<file path="config.mk">
export PLATFORM = sky130hd
export DESIGN_NAME = ftdi_rx_st_fifo
export DESIGN_NICKNAME = d
export VERILOG_FILES = /design/src/rtl/ftdi_rx_st_fifo_pkg.sv /design/src/rtl/ftdi_fifo_ram.sv /design/src/rtl/ftdi_rx_st_fifo.sv
export SDC_FILE = /design/constraint.sdc
export NUM_CORES = 1
export LEC_CHECK = 0
export CORE_ASPECT_RATIO = 1.2
export CORE_MARGIN = 1
export CORE_UTILIZATION = 45
export DETAILED_ROUTE_END_ITERATION = 8
export DONT_BUFFER_PORTS = 1
export PLACE_DENSITY = 0.64
export REMOVE_ABC_BUFFERS = 1
export SYNTH_ARGS = -nofsm -noshare
export SYNTH_HDL_FRONTEND = slang
export SYNTH_SLANG_ARGS = --single-unit
export TNS_END_PERCENT = 20
</file>
<file path="constraint.sdc">
create_clock -name clk -period 11.22 [get_ports clk]
set_input_delay 1.122 -clock clk [delete_from_list [all_inputs] [get_ports clk]]
set_output_delay 1.122 -clock clk [all_outputs]
set_load 0.02 [all_outputs]
</file>
<file path="src/rtl/ftdi_rx_st_fifo_pkg.sv">
// Shared constants and types for the FTDI receive-side Avalon-ST byte buffer.
package ftdi_rx_st_fifo_pkg;

    localparam int AVST_BYTE_W     = 8;
    localparam int FIFO_DEPTH_LOG2 = 4;
    localparam int FIFO_AFULL_TH   = 12;

    // Occupancy update selected by {push, pop}
    typedef enum logic [1:0] {
        LVL_HOLD = 2'b00,
        LVL_DEC  = 2'b01,
        LVL_INC  = 2'b10,
        LVL_BOTH = 2'b11
    } lvl_op_e;

    function automatic lvl_op_e lvl_op(input logic push, input logic pop);
        return lvl_op_e'({push, pop});
    endfunction

endpackage

</file>
<file path="src/rtl/ftdi_fifo_ram.sv">
// Simple dual-port storage array: one synchronous write port, one asynchronous read port.
module ftdi_fifo_ram
    import ftdi_rx_st_fifo_pkg::*;
#(
    parameter int DATA_W = AVST_BYTE_W,
    parameter int ADDR_W = FIFO_DEPTH_LOG2
) (
    input  logic              clk,
    input  logic              we,
    input  logic [ADDR_W-1:0] waddr,
    input  logic [DATA_W-1:0] wdata,
    input  logic [ADDR_W-1:0] raddr,
    output logic [DATA_W-1:0] rdata
);

    logic [DATA_W-1:0] mem [0:(1<<ADDR_W)-1];

    // Write port; contents are deliberately not reset
    always_ff @(posedge clk) begin
        if (we) begin
            mem[waddr] <= wdata;
        end
    end

    assign rdata = mem[raddr];

endmodule

</file>
<file path="src/rtl/ftdi_rx_st_fifo.sv">
// Elastic Avalon-ST byte FIFO between the FTDI read bridge and the packet sink,
// with first-word-fall-through output, level, almost-full and high-water-mark.
module ftdi_rx_st_fifo
    import ftdi_rx_st_fifo_pkg::*;
#(
    parameter int DATA_W     = AVST_BYTE_W,
    parameter int DEPTH_LOG2 = FIFO_DEPTH_LOG2,
    parameter int AFULL_TH   = FIFO_AFULL_TH
) (
    input  logic                  clk,
    input  logic                  rst,
    input  logic                  iCLR,
    input  logic                  iSNK_VALID,
    output logic                  oSNK_READY,
    input  logic [DATA_W-1:0]     iSNK_DATA,
    output logic                  oSRC_VALID,
    input  logic                  iSRC_READY,
    output logic [DATA_W-1:0]     oSRC_DATA,
    output logic [DEPTH_LOG2:0]   oLEVEL,
    output logic                  oALMOST_FULL,
    output logic [DEPTH_LOG2:0]   oHWM
);

    localparam int PW = DEPTH_LOG2 + 1;
    localparam logic [PW-1:0] AFULL_LVL = PW'(AFULL_TH);

    logic [PW-1:0] wr_ptr;
    logic [PW-1:0] rd_ptr;
    logic [PW-1:0] level;
    logic [PW-1:0] level_next;
    logic [PW-1:0] hwm;
    logic          almost_full;
    logic          full;
    logic          empty;
    logic          push;
    logic          pop;
    lvl_op_e       op;

    // Wrap-bit pointer comparison; both flags depend on registered pointers only
    assign empty = (wr_ptr == rd_ptr);
    assign full  = (wr_ptr[PW-1] != rd_ptr[PW-1]) &&
                   (wr_ptr[PW-2:0] == rd_ptr[PW-2:0]);

    assign push = iSNK_VALID & ~full  & ~iCLR;
    assign pop  = iSRC_READY & ~empty & ~iCLR;
    assign op   = lvl_op(push, pop);

    // Next occupancy from the handshake pair
    always_comb begin
        level_next = level;
        case (op)
            LVL_INC:  level_next = level + PW'(1);
            LVL_DEC:  level_next = level - PW'(1);
            LVL_HOLD: level_next = level;
            LVL_BOTH: level_next = level;
            default:  level_next = level;
        endcase
    end

    // Pointers, level counter, almost-full and high-water mark; flush wins over handshakes
    always_ff @(posedge clk or posedge rst) begin
        if (rst) begin
            wr_ptr      <= '0;
            rd_ptr      <= '0;
            level       <= '0;
            almost_full <= 1'b0;
            hwm         <= '0;
        end else if (iCLR) begin
            rd_ptr      <= wr_ptr;
            level       <= '0;
            almost_full <= 1'b0;
            hwm         <= '0;
        end else begin
            if (push) begin
                wr_ptr <= wr_ptr + PW'(1);
            end
            if (pop) begin
                rd_ptr <= rd_ptr + PW'(1);
            end
            level       <= level_next;
            almost_full <= (level_next >= AFULL_LVL);
            hwm         <= (level_next > hwm) ? level_next : hwm;
        end
    end

    ftdi_fifo_ram #(
        .DATA_W (DATA_W),
        .ADDR_W (DEPTH_LOG2)
    ) u_ram (
        .clk   (clk),
        .we    (push),
        .waddr (wr_ptr[PW-2:0]),
        .wdata (iSNK_DATA),
        .raddr (rd_ptr[PW-2:0]),
        .rdata (oSRC_DATA)
    );

    assign oSNK_READY   = ~full;
    assign oSRC_VALID   = ~empty;
    assign oLEVEL       = level;
    assign oALMOST_FULL = almost_full;
    assign oHWM         = hwm;

endmodule

</file>
Yosys cells after proc, flatten, opt, wreduce, memory -nomap -nowiden. Memories as Yosys holds them, arrays and structs flattened. Cells that the tools add are included.

Add/sub/neg operators: 4. Multiply operators: 0. Divide/modulo/power cells: 0. Magnitude comparators: 2. Equal/unequal tests: 6. Shifts and indexed selects: 0. Muxes and demuxes: 9. Bitwise gates (word level): 7. Reduce and logical (&&, ||, !) cells: 6.

Operators with widths (count): $mux W5 (5); $add A5 B1 Y5 const B (3); $pmux W5 S3 (1); $eq A5 B5 Y1 (1); $ge A5 B4 Y1 const B (1); $gt A5 B5 Y1 (1); $sub A5 B1 Y5 const B (1); $and A1 B1 Y1 (4); $eq A2 B2 Y1 const B (2); $eq A4 B4 Y1 (1); $reduce_bool A2 Y1 (2); $mux W1 (3); $not A1 Y1 (3); $eq A2 B1 Y1 const B (1); $logic_not A2 Y1 (1); $reduce_and A2 Y1 (1); $reduce_or A2 Y1 (1); $logic_and A1 B1 Y1 (1); $ne A1 B1 Y1 (1).

Bits in registers: 21. Bits in latches: 0. Bits in writable memories: 128. Bits in read-only memories: 0. Input port bits: 13. Word-level logic and storage cells: 40. Memories kept: 1.

Memory list: u_ram.mem (depth 16, width 8, read ports 1, clocked after memory_dff 0, wr ports 1, line ftdi_fifo_ram.sv:16) `logic [DATA_W-1:0] mem [0:(1<<ADDR_W)-1];`.

Longest topological paths before layout.
Word-level depth: 11. Mapped depth: 19. Gate-level depth less buffers: 17.

Modules after synthesis. Synthesis repeated with hierarchy kept, for this count alone.

Cell total of the unflattened synthesis: 345. Area total of the unflattened synthesis: 6288.5 sq um.

Modules (own cells, without submodules): ftdi_fifo_ram (instances 1, cells an instance 221, area an instance 4987.3 sq um); ftdi_rx_st_fifo (instances 1, cells an instance 124, area an instance 1301.2 sq um).

Worst setup path before layout. No wires, ideal clock.

Path kind: in2reg. Start: in iSRC_READY. End: reg hwm[0] (netlist: oHWM[0]). Library setup time: 0.078 ns. Arrival: 4.039 ns. Path slack: 7.103 ns. Stages on the path: 14. Cell sequence: a21boi_1 -> nor2b_1 -> ha_1 -> ha_1 -> a21o_1 -> a21oi_1 -> xor2_1 -> o21ai_2 -> ha_1 -> o211ai_1 -> o2bb2ai_1 -> maj3_4 -> or2_1 -> a21oi_1.

Longest elaborated chain between the ends: 7.

RTL lines: start: declaration (line ftdi_rx_st_fifo.sv:17) `input logic iSRC_READY,`; $and A1 B1 Y1 * (2 in series) (line ftdi_rx_st_fifo.sv:45) `assign pop = iSRC_READY & ~empty & ~iCLR;`; $eq A2 B2 Y1 or $logic_not A2 Y1 (tied branches) (line ftdi_rx_st_fifo.sv:51) `case (op)`; $reduce_or A2 Y1 (no source line); $pmux W5 S3 * (line ftdi_rx_st_fifo.sv:51); $gt A5 B5 Y1 or $mux W5 (tied branches) (line ftdi_rx_st_fifo.sv:82) `hwm <= (level_next > hwm) ? level_next : hwm;`; $reduce_bool A2 Y1 (no source line) or $mux W5 (tied branches); end signal: assignment (line ftdi_rx_st_fifo.sv:82); end: declaration (line ftdi_rx_st_fifo.sv:31) `logic [PW-1:0] hwm;`.

Mark *: on every way between the ends. The rest lies on a longest branch, timed or not. The select of a mux whose other input is x is not followed. A chain may end at the register's enable or synchronous reset.

Worst setup path in the final report.
Start: reg rd_ptr[2]. End: reg hwm[0] (netlist: oHWM[0]).

Longest elaborated chain between the ends: 10.

RTL lines: start: declaration (line ftdi_rx_st_fifo.sv:28) `logic [PW-1:0] rd_ptr;`; start signal: assignment (line ftdi_rx_st_fifo.sv:69) `rd_ptr <= wr_ptr;`; start signal: assignment (line ftdi_rx_st_fifo.sv:78) `rd_ptr <= rd_ptr + PW'(1);`; $eq A4 B4 Y1 * (line ftdi_rx_st_fifo.sv:42) `(wr_ptr[PW-2:0] == rd_ptr[PW-2:0]);`; $logic_and A1 B1 Y1 * (line ftdi_rx_st_fifo.sv:41) `assign full = (wr_ptr[PW-1] != rd_ptr[PW-1]) &&`; $not A1 Y1 *; via oSNK_READY (line ftdi_rx_st_fifo.sv:14) `output logic oSNK_READY,`; $and A1 B1 Y1 * (2 in series) (line ftdi_rx_st_fifo.sv:44) `assign push = iSNK_VALID & ~full & ~iCLR;`; $eq A2 B2 Y1 or $logic_not A2 Y1 (tied branches) (line ftdi_rx_st_fifo.sv:51); $reduce_or A2 Y1 (no source line); $pmux W5 S3 * (line ftdi_rx_st_fifo.sv:51); $gt A5 B5 Y1 or $mux W5 (tied branches) (line ftdi_rx_st_fifo.sv:82); $reduce_bool A2 Y1 (no source line) or $mux W5 (tied branches).

The timed path passes the listed nets; every way through them passes the cells marked *. The select of a mux whose other input is x is not followed.

==> key figures <==
Worst setup path
  – Crit-path cells: xor2_1 > nor4_2 > nand2b_1 > and3b_1 > inv_2 > ha_1 > ha_1 > a21o_1 > a21oi_1 > xor2_1 > o21ai_2 > ha_1 > o211ai_1 > o2bb2ai_1 > maj3_4 > or2_1 > a21oi_1
  – Most frequent CP cell: ha_1
  – CP delay by family, top: adder cells
  – CP max stage cell: dfrtp_1
  – CP bufs+invs: 1
  – Slowest stage delay, CP: 870 ps
  – Max FO, Critical Path: 12
  – Worst Path Required: 11560 ps
  – Reg-to-Reg Start: rd_ptr[2]
  – Crit. Startpoint: rd_ptr[2]
  – Critical Path AT: 5130 ps
  – Setup CP Type: flop to flop
  – Critical path endpoint category: flop
  – Critical path launch point type: flop

Placed design
  – Port bufs: 0
  – DP Worst Slack: 6390 ps
  – Cell Count Post-Placement: between 400 and 500
  – Dpl cell area: 6420 um2
  – Post-DP HPWL: 7420 um
  – Final Wtd Congestion: 0.768

STA
  – RSZ-0062 raised after global routing: no
  – Slew Limit Fails: 0
  – TNS Setup: 0 ps
  – Min Tclk post-route: 4780 ps
  – Final WS setup: 6440 ps
  – Setup violations, final: 0
  – Hold slack: 525 ps
  – Final-report hold violation count: 0
  – Worst slew margin: 0.267
  – Worst-margin pin slew: 1100 ps
  – Period utilization: 0.426
  – Fin Clk Skew: 6.78 ps
  – Fmax: 209 MHz

Pwr
  – Leakage power: 2.39 nW
  – Int Power: 1.27 mW
  – Pwr Total: 1.82 mW
  – Comb power frac: 0.275
  – Power share of the sequential group: 0.400
  – Psw: 0.552 mW
  – Switching share of power: 0.304
  – VDD IR-drop max: 0.144 mV
  – Clock power share: 0.325
  – PD cells: 258 nW/um2

Logic synthesis
  – Synthesis Warnings: 0
  – Synth async-reset ratio: 0.141
  – Post-synthesis sequential area ratio: 0.702
  – Mean Syn Cell Area: 18.6 um2
  – Area of the mapped netlist: 6230 um2
  – Main synth FF type: edfxtp_1
  – Post-synth EDFFs: 128
  – Post-synth cell types: 39
  – Yosys reg bits: 149
  – Mapped Cells: 334

Global routing
  – Vias in the first global route: 3178
  – Grt ovf: 0
  – GR Util met3: 0.0506
  – Pin count of the biggest net entering global routing: 37
  – Met1 Usage GRT: 0.230
  – All-layer global routing usage: 0.189
  – Initial antenna violation count: 0
  – GRT busiest layer: met2
  – Grt met2 use: 0.319
  – First-pass GRT wire length: 18400 um

Clock tree
  – Post-CTS Setup Inserts: 0
  – Clock Pin Slew Worst Setup and Hold Paths: 60 ps
  – Root Buffer: clkbuf_16
  – Worst-Skew Late Latency: roughly 420 ps
  – Clock Sinks: 149
  – CTS tree: yes
  – Clock tree buffer depth: 2
  – Hold Buf Count CTS: 0
  – Post-CTS resize count: 0
  – CTS Buf Count: 17
  – H-tree levels: 4

Hold path
  – Hold wc startpoint: wr_ptr[4]
  – Hold WC Path Type: flop to flop

Floorplanning
  – DIE WIDTH: 109 um
  – Core footprint: roughly 13000 um2
  – Initial Util: 0.466
  – FP Rows: 46
  – Die area: 14300 um2
  – IO Pins: 34
  – Die Y-Extent: 131 um

Routing
  – Routed wire length: 12100 um
  – DRT Pass-1 Iters: 5
  – Iter 0 DRT Violations: 178
  – DR vias/cell: around 5.7
  – Drt drc: 0
  – WL/cell: 22.9 um
  – Final ANT Viol Nets: 0
  – Vias: approximately 3000

Layout
  – FILL cells: ~1100
  – P&R area growth vs syn: 13.0%
  – Post-route cell area: 7040 um2
  – Non-filler cells, final: 526
  – Layout cells sized above 1: 0.237
  – Final core utilization: 0.527
  – Ant. Diodes: 0
  – Layout net count: roughly 370

Flow run
  – Max Cap Viol: 0

Status
  – Status: finished clean
[state kept, by name, indices dropped and copies added (netlist names)]
signal,cells
oLEVEL,5
oHWM,5
oALMOST_FULL,1
u_ram.mem,128
wr_ptr,5
rd_ptr,5
[layer usage]
| layer | up-vias | part of all wire |
|---|---|---|
| li1 | 1342 | - |
| met1 | 1555 | 0.41 |
| met2 | 72 | 0.51 |
| met3 | 20 | 0.056 |
| met4 | 0 | 0.019 |
| met5 | - | 0 |
[power groups by stage]
stage	Clock, mW	Sequential, mW	Combinational (mW)
final	0.591	0.727	0.500
after CTS	0.600	0.729	0.512
after floorplan	0	0.760	0.373
after global routing	0.618	0.738	0.548
after detailed placement	0	0.740	0.510
after global placement	0	0.738	0.500
[cell usage in the layout, fill, tap and decap left out, drive strengths merged, types with 2 or more instances in the layout]
| cell type | instances |
|---|---|
| nor2 | 16 |
| clkinv | 4 |
| edfxtp | 128 |
| clkinvlp | 3 |
| o21ai | 9 |
| nand2 | 19 |
| dfrtp | 21 |
| xnor2 | 7 |
| a21oi | 7 |
| mux4 | 40 |
| xor2 | 9 |
| nand4 | 4 |
| bufinv | 4 |
| buf | 8 |
| mux2i | 5 |
| clkbuf | 20 |
| nor2b | 4 |
| ha | 13 |
| nor3b | 2 |
| nand2b | 4 |
| inv | 11 |
| nor3 | 4 |
[final timing paths]
kind / slack (ps) / depth (start not counted) / endpoint
hold / removal: 530 / 1 / wr_ptr[4]
setup reg to reg: 6440 / 17 / oHWM[0]
hold reg to reg: 530 / 1 / wr_ptr[4]
setup / recovery: 6440 / 17 / oHWM[0]
max in group asynchronous: 9880 / 1 / rd_ptr[0]
min in group asynchronous: 760 / 1 / rd_ptr[4]
[cell usage after synthesis (2+ instances only)]
cell      number  area share
a21oi_1        7      0.0056
buf_2          6      0.0048
clkbuf_1       8      0.0048
dfrtp_1       21       0.084
edfxtp_1     128        0.62
ha_1          13       0.026
inv_1          9      0.0054
mux2i_1        5      0.0080
mux4_2        40        0.14
nand2_1       19       0.011
nand2b_1       4      0.0040
nand4_1        4      0.0040
nor2_1        16      0.0096
nor2b_1        4      0.0040
nor3_1         4      0.0032
nor3b_1        2      0.0024
o21ai_1        7      0.0056
o21ai_2        2      0.0028
xnor2_1        7      0.0098
xor2_1         9       0.013
[layout make-up]
| class | count | area, um2 | area share |
|---|---|---|---|
| multi-input cells | 159 | 1740 | 0.248 |
| clock inverters | 12 | 179 | 0.0254 |
| repair buffers | 8 | 60.1 | 0.00853 |
| inverters | 10 | 37.5 | 0.00533 |
| well taps | 168 | 210 | 0.0299 |
| clock buffers | 20 | 437 | 0.0620 |
| flip-flops and latches | 149 | 4370 | 0.621 |
[cells by family (layout without fill, tap and decap cells)]
| group | Yosys count | in the layout | synth area share |
|---|---|---|---|
| simple gates | 59 | 59 | 0.0470 |
| xor+xnor | 16 | 16 | 0.0225 |
| fa+ha+maj | 15 | 15 | 0.0316 |
| mux | 45 | 45 | 0.153 |
| flops | 149 | 149 | 0.702 |
| compound gates | 24 | 24 | 0.0263 |
| buf+inv | 26 | 50 | 0.0181 |
(Power assumes the default switching activity.)
